<file path="config.mk">
export PLATFORM = sky130hd
export DESIGN_NAME = pc_gen_unit
export DESIGN_NICKNAME = d
export VERILOG_FILES = /design/src/rtl/pc_gen_pkg.sv /design/src/rtl/pc_gen_unit_pc_redirect_arb.sv /design/src/rtl/pc_gen_unit.sv
export SDC_FILE = /design/constraint.sdc
export NUM_CORES = 1
export LEC_CHECK = 0
export CAP_MARGIN = 15
export CORE_MARGIN = 1.5
export CORE_UTILIZATION = 30
export CTS_BUF_LIST = sky130_fd_sc_hd__clkbuf_16
export CTS_CLUSTER_DIAMETER = 60
export DETAILED_ROUTE_END_ITERATION = 16
export DONT_BUFFER_PORTS = 1
export PLACE_DENSITY = 0.54
export SETUP_SLACK_MARGIN = 0.3
export SYNTH_ARGS = -nofsm -noshare
export SYNTH_HDL_FRONTEND = slang
export SYNTH_HIERARCHICAL = 1
export SYNTH_SLANG_ARGS = --single-unit
export TNS_END_PERCENT = 20
</file>
<file path="constraint.sdc">
create_clock -name clk -period 2.34 [get_ports clk]
set_clock_uncertainty 0.2 [all_clocks]
set_input_delay 0.585 -clock clk [delete_from_list [all_inputs] [get_ports clk]]
set_output_delay 0.585 -clock clk [all_outputs]
set_load 0.03 [all_outputs]
</file>
<file path="src/rtl/pc_gen_pkg.sv">
// Shared encodings and default constants for the fetch-address generator.
package pc_gen_pkg;

    // Fetch sequencing states.
    typedef enum logic [1:0] {
        ST_BOOT,
        ST_RUN,
        ST_HOLD
    } state_t;

    // Kind of redirect held in the pending register.
    typedef enum logic [1:0] {
        RD_NONE,
        RD_BRANCH,
        RD_TRAP
    } redirect_kind_t;

    localparam int unsigned DEFAULT_INC        = 4;
    localparam int unsigned DEFAULT_ALIGN_BITS = 2;

endpackage

</file>
<file path="src/rtl/pc_gen_unit_pc_redirect_arb.sv">
// Next-PC arbitration: trap > branch > pending > sequential > hold.
// Also owns the pending-redirect register and the alignment check.
module pc_redirect_arb
    import pc_gen_pkg::*;
#(
    parameter int unsigned XLEN       = 32,
    parameter int unsigned ALIGN_BITS = DEFAULT_ALIGN_BITS
) (
    input  logic            clk,
    input  logic            rst,
    input  logic            stall,
    input  logic            boot,
    input  logic            advance,
    input  logic [XLEN-1:0] pc,
    input  logic [XLEN-1:0] pc_plus_inc,
    input  logic            pc_src,
    input  logic [XLEN-1:0] pc_target,
    input  logic            trap,
    input  logic [XLEN-1:0] trap_vector,
    output logic [XLEN-1:0] next_pc,
    output logic            misaligned,
    output logic            redirect_pending
);

    localparam logic [XLEN-1:0] KEEP_MASK = {XLEN{1'b1}} << ALIGN_BITS;

    redirect_kind_t  pend_kind, pend_kind_next;
    logic [XLEN-1:0] pend_addr, pend_addr_next;
    logic [XLEN-1:0] raw_target;
    logic            open;
    logic            apply;
    logic            mis_next;

    // Priority mux when the PC may move; otherwise capture redirects into pending.
    always_comb begin
        open           = ~stall & ~boot;
        apply          = 1'b0;
        raw_target     = pc;
        next_pc        = pc;
        pend_kind_next = pend_kind;
        pend_addr_next = pend_addr;
        if (open) begin
            // A fresh redirect in the consuming cycle discards the pending entry.
            pend_kind_next = RD_NONE;
            pend_addr_next = '0;
            if (trap) begin
                apply      = 1'b1;
                raw_target = trap_vector;
            end else if (pc_src) begin
                apply      = 1'b1;
                raw_target = pc_target;
            end else if (pend_kind != RD_NONE) begin
                apply      = 1'b1;
                raw_target = pend_addr;
            end
            if (apply) begin
                next_pc = raw_target & KEEP_MASK;
            end else if (advance) begin
                next_pc = pc_plus_inc;
            end
        end else begin
            if (trap) begin
                pend_kind_next = RD_TRAP;
                pend_addr_next = trap_vector;
            end else if (pc_src && (pend_kind != RD_TRAP)) begin
                pend_kind_next = RD_BRANCH;
                pend_addr_next = pc_target;
            end
        end
        mis_next = apply & (|(raw_target & ~KEEP_MASK));
    end

    // Pending register (raw target kept until applied) and misaligned pulse.
    always_ff @(posedge clk or posedge rst) begin
        if (rst) begin
            pend_kind  <= RD_NONE;
            pend_addr  <= '0;
            misaligned <= 1'b0;
        end else begin
            pend_kind  <= pend_kind_next;
            pend_addr  <= pend_addr_next;
            misaligned <= mis_next;
        end
    end

    assign redirect_pending = (pend_kind != RD_NONE);

endmodule

</file>
<file path="src/rtl/pc_gen_unit.sv">
// Fetch-address generator: boot/run/hold sequencing, PC register, IMEM handshake.
module pc_gen_unit
    import pc_gen_pkg::*;
#(
    parameter int unsigned     XLEN         = 32,
    parameter logic [XLEN-1:0] RESET_VECTOR = '0,
    parameter int unsigned     INC          = DEFAULT_INC,
    parameter int unsigned     ALIGN_BITS   = DEFAULT_ALIGN_BITS
) (
    input  logic            clk,
    input  logic            rst,
    input  logic            stall,
    input  logic            pc_src,
    input  logic [XLEN-1:0] pc_target,
    input  logic            trap,
    input  logic [XLEN-1:0] trap_vector,
    input  logic            if_ready,
    output logic [XLEN-1:0] pc,
    output logic [XLEN-1:0] pc_plus_inc,
    output logic            pc_valid,
    output logic            misaligned,
    output logic            redirect_pending
);

    state_t          state_q, state_d;
    logic [XLEN-1:0] next_pc;
    logic            advance;
    logic            boot;

    assign pc_plus_inc = pc + XLEN'(INC);
    assign advance     = pc_valid & if_ready & ~stall;
    assign boot        = (state_q == ST_BOOT);

    // Next-state logic for the fetch sequencer.
    always_comb begin
        state_d = state_q;
        case (state_q)
            ST_BOOT: state_d = ST_RUN;
            ST_RUN:  if (stall)  state_d = ST_HOLD;
            ST_HOLD: if (!stall) state_d = ST_RUN;
            default: state_d = ST_BOOT;
        endcase
    end

    // State, PC and registered fetch-valid.
    always_ff @(posedge clk or posedge rst) begin
        if (rst) begin
            state_q  <= ST_BOOT;
            pc       <= RESET_VECTOR;
            pc_valid <= 1'b0;
        end else begin
            state_q  <= state_d;
            pc       <= next_pc;
            pc_valid <= (state_d == ST_RUN);
        end
    end

    pc_redirect_arb #(
        .XLEN       (XLEN),
        .ALIGN_BITS (ALIGN_BITS)
    ) u_arb (
        .clk              (clk),
        .rst              (rst),
        .stall            (stall),
        .boot             (boot),
        .advance          (advance),
        .pc               (pc),
        .pc_plus_inc      (pc_plus_inc),
        .pc_src           (pc_src),
        .pc_target        (pc_target),
        .trap             (trap),
        .trap_vector      (trap_vector),
        .next_pc          (next_pc),
        .misaligned       (misaligned),
        .redirect_pending (redirect_pending)
    );

endmodule

</file>
==> metrics <==
count of inserted antenna diode cells=0; number of clock buffers inserted by TritonCTS=9; Max Clk Rate=367 MHz; CTS root buffer=sky130_fd_sc_hd__clkbuf_16; final number of hold-violating endpoints=0; area of all sequential standard cells=1770 sq um; Detail Route met2 WL=8.15 mm; detailed-routing wirelength on met1=7.33 mm; WS Path Type=flop to primary output; Worst VDD drop=404 uV; wire per inst=19.5 um; via count of the first global-routing pass=4613; Worst setup EP type=primary output; clk buf depth=2; Total Negative Setup Slacks=-6400 ps; clock-pin transition on the worst setup and hold timing paths=60 ps; violations in the final reports=negative setup slack; shortest period the worst path allows=2730 ps; number of routed nets with antenna violations=0; Initial Utilization=0.310; count of routing violations after the opening detailed-route iteration=295; synthesis warning total=6; biggest area consumer among synthesized cells=sky130_fd_sc_hd__dfrtp_1; cell row count=47; Post-Syn Area per Cell=8.64 sq um; die height=135 um; ports placed on the boundary=137; leakage power figure=2.85 nW; DRC errors left=0; kind of start point of the critical path=flop; placed instance count=847; number of levels the H-tree was split into=3; number of enable flip-flop cells after synthesis=0; wire length of the first global-routing pass=26.2 mm; total wire length=17.0 mm; slowest library cell on the worst path=sky130_fd_sc_hd__dfrtp_2; slew of the pin with the lowest slew margin=785 ps; fraction of post-synthesis cell area in the top cell type by area=0.337; Finished Layout Cells=875; via total after detailed routing=4720; commonest cells in the netlist=sky130_fd_sc_hd__a21oi_1 (93), sky130_fd_sc_hd__nand2_1 (75), sky130_fd_sc_hd__dfrtp_1 (70), sky130_fd_sc_hd__mux2_2 (60), sky130_fd_sc_hd__o21ai_0 (46); via density per instance=5.39; fraction of layout cells with a size suffix above 1=0.360; met3 WL=1.13 mm; Layout Nets=721; half-perimeter wire length of the detailed placement result=11.6 mm; Setup-failing EPs final=26; footprint of the multi-input gates=3630 sq um; die area=18100 sq um; sequential element share of the synthesized area=0.337; slack of the critical path=-386 ps; share of flip-flops with an asynchronous set or reset=1.00; setup repair after global routing missed its margin=true; data arrival time of the worst path=1940 ps; result of the run=finished with violations; number of filler instances in the final layout=1664; grt ovf=0; number of antenna violations at the first check in global routing=0; summed area of non-filler cells in the final layout=6820 sq um; pins over their slew limit=0; fin crit share=1.16; Tightest Hold Check Type=input pin to asynchronous set/reset pin; Post-Synthesis Net Count=672; post-synthesis cell type count=35; Tot Pwr=9.06 mW; maximum number of pins on one net before global-route repair=99; worst slack at placement=-48.0 ps; post-synthesis instance area=5190 sq um; Fin Hold WS=78.4 ps; Port Buffer Count=0; die span in x=135 um; Synth Instances=601; total of flip-flops plus latches after synthesis=70; aggregate global-route resource usage=0.189; highest cell delay on the worst timing path=400 ps; Cell Chain, Critical Path=nand4_4, nor4_4, buf_6, nand4_1, xnor2_4; worst-case headroom to the max-slew limit=0.476; cell with the most instances after synthesis=sky130_fd_sc_hd__a21oi_1; post-layout utilization of the core=0.407; main area contributors after synthesis=sky130_fd_sc_hd__dfrtp_1 (34%), sky130_fd_sc_hd__mux2_2 (13%), sky130_fd_sc_hd__a21oi_1 (9.0%); ys flop type=sky130_fd_sc_hd__dfrtp_1; TritonCTS clock tree=done; maximum fanout count along the critical path=7; startpoint of the lowest-slack register-to-register path=pc[12]$_DFF_PP0_; placement-stage cell area=6050 sq um; Crit. Startpoint=pc[12]$_DFF_PP0_; Initial DRT Pass Iterations=4; max-cap check violation count=0; power per cell area=1330 nW/um^2; total number of clock tree sinks=70; final weighted congestion in routability-driven placement=0.790; Synth-to-Final Area Change=31.3%; later-pin clock latency in the skew report=340 ps; core area=16800 sq um; CP required=1550 ps; uppermost signal routing layer after detailed routing=met4
-- power by group --
group | total (mW) | internal (mW) | switching [mW]
Sequential | 2.11 | 1.70 | 0.404
Clock | 1.34 | 0.807 | 0.530
Combinational | 5.61 | 2.31 | 3.30
Total | 9.06 | 4.82 | 4.24
-- final cells by class --
type                    count  area share
clock inverters             7     0.00807
well taps                 220      0.0404
multi-input cells         476       0.532
repair buffers             88       0.123
inverters                   5     0.00404
clock buffers               9      0.0330
flip-flops and latches     70       0.260
-- cell families after synthesis --
| logic type | Yosys count | synth area share |
|---|---|---|
| compound gates | 191 | 0.205 |
| simple gates | 162 | 0.164 |
| flops | 70 | 0.337 |
| fa+ha+maj | 1 | 0.00241 |
| mux | 93 | 0.194 |
| buf+inv | 55 | 0.0489 |
| xor+xnor | 29 | 0.0489 |
-- routing by layer --
metal,vias to the layer above,GRT usage
met5,-,0
met4,0,0.0585
met3,26,0.0529
met2,138,0.313
met1,2302,0.239
li1,2254,-
-- flip-flops by register name, summed over array words and instances (netlist names) --
name / flops
pc: 32
u_arb/pend_addr: 32
state_q: 2
u_arb/pend_kind: 2
pc_valid: 1
u_arb/misaligned: 1
-- worst max-delay path: cells and delay by family (launching register included) --
family,cells,cell delay [ps]
XOR/XNOR,1,340
buffers and inverters,1,170
flip-flops,1,400
AND/OR/NAND/NOR,3,680
-- what timing repair did --
item                                    CTS  global route
hold endpoints to repair                 35             0
buffers inserted                          5             6
gates resized for setup                  66            39
endpoints found under the setup margin   54            58
gates cloned                              0             0
pin swaps                                18            18
hold buffers                              1             0
-- placed cells by master, fill, tap and decap left out, drive strengths merged, types with 3 or more instances in the layout --
master and count:
nand3 9, clkinv 8, nand4 12, mux2 60, or2 3, o21ai 61, a21oi 93, xnor2 23
o31ai 32, nand2 76, dfrtp 70, and4 4, clkbuf 9, buf 87, nor2b 30, and3 5
nor2 15, mux2i 33, xor2 6
-- worst paths after layout --
kind	depth (start not counted)	slack, ps	endpoint
max	5	-390	pc_plus_inc[25]
min	1	80	pc[16]$_DFF_PP0_
max in group asynchronous	3	1160	u_arb/pend_kind[0]$_DFFE_PP0P_
max reg2reg	8	40	pc[25]$_DFF_PP0_
min reg2reg	2	280	u_arb/pend_addr[29]$_DFFE_PP0P_
min in group clk	1	170	u_arb/pend_kind[0]$_DFFE_PP0P_
Note: power is estimated with default switching activity, not from simulation.
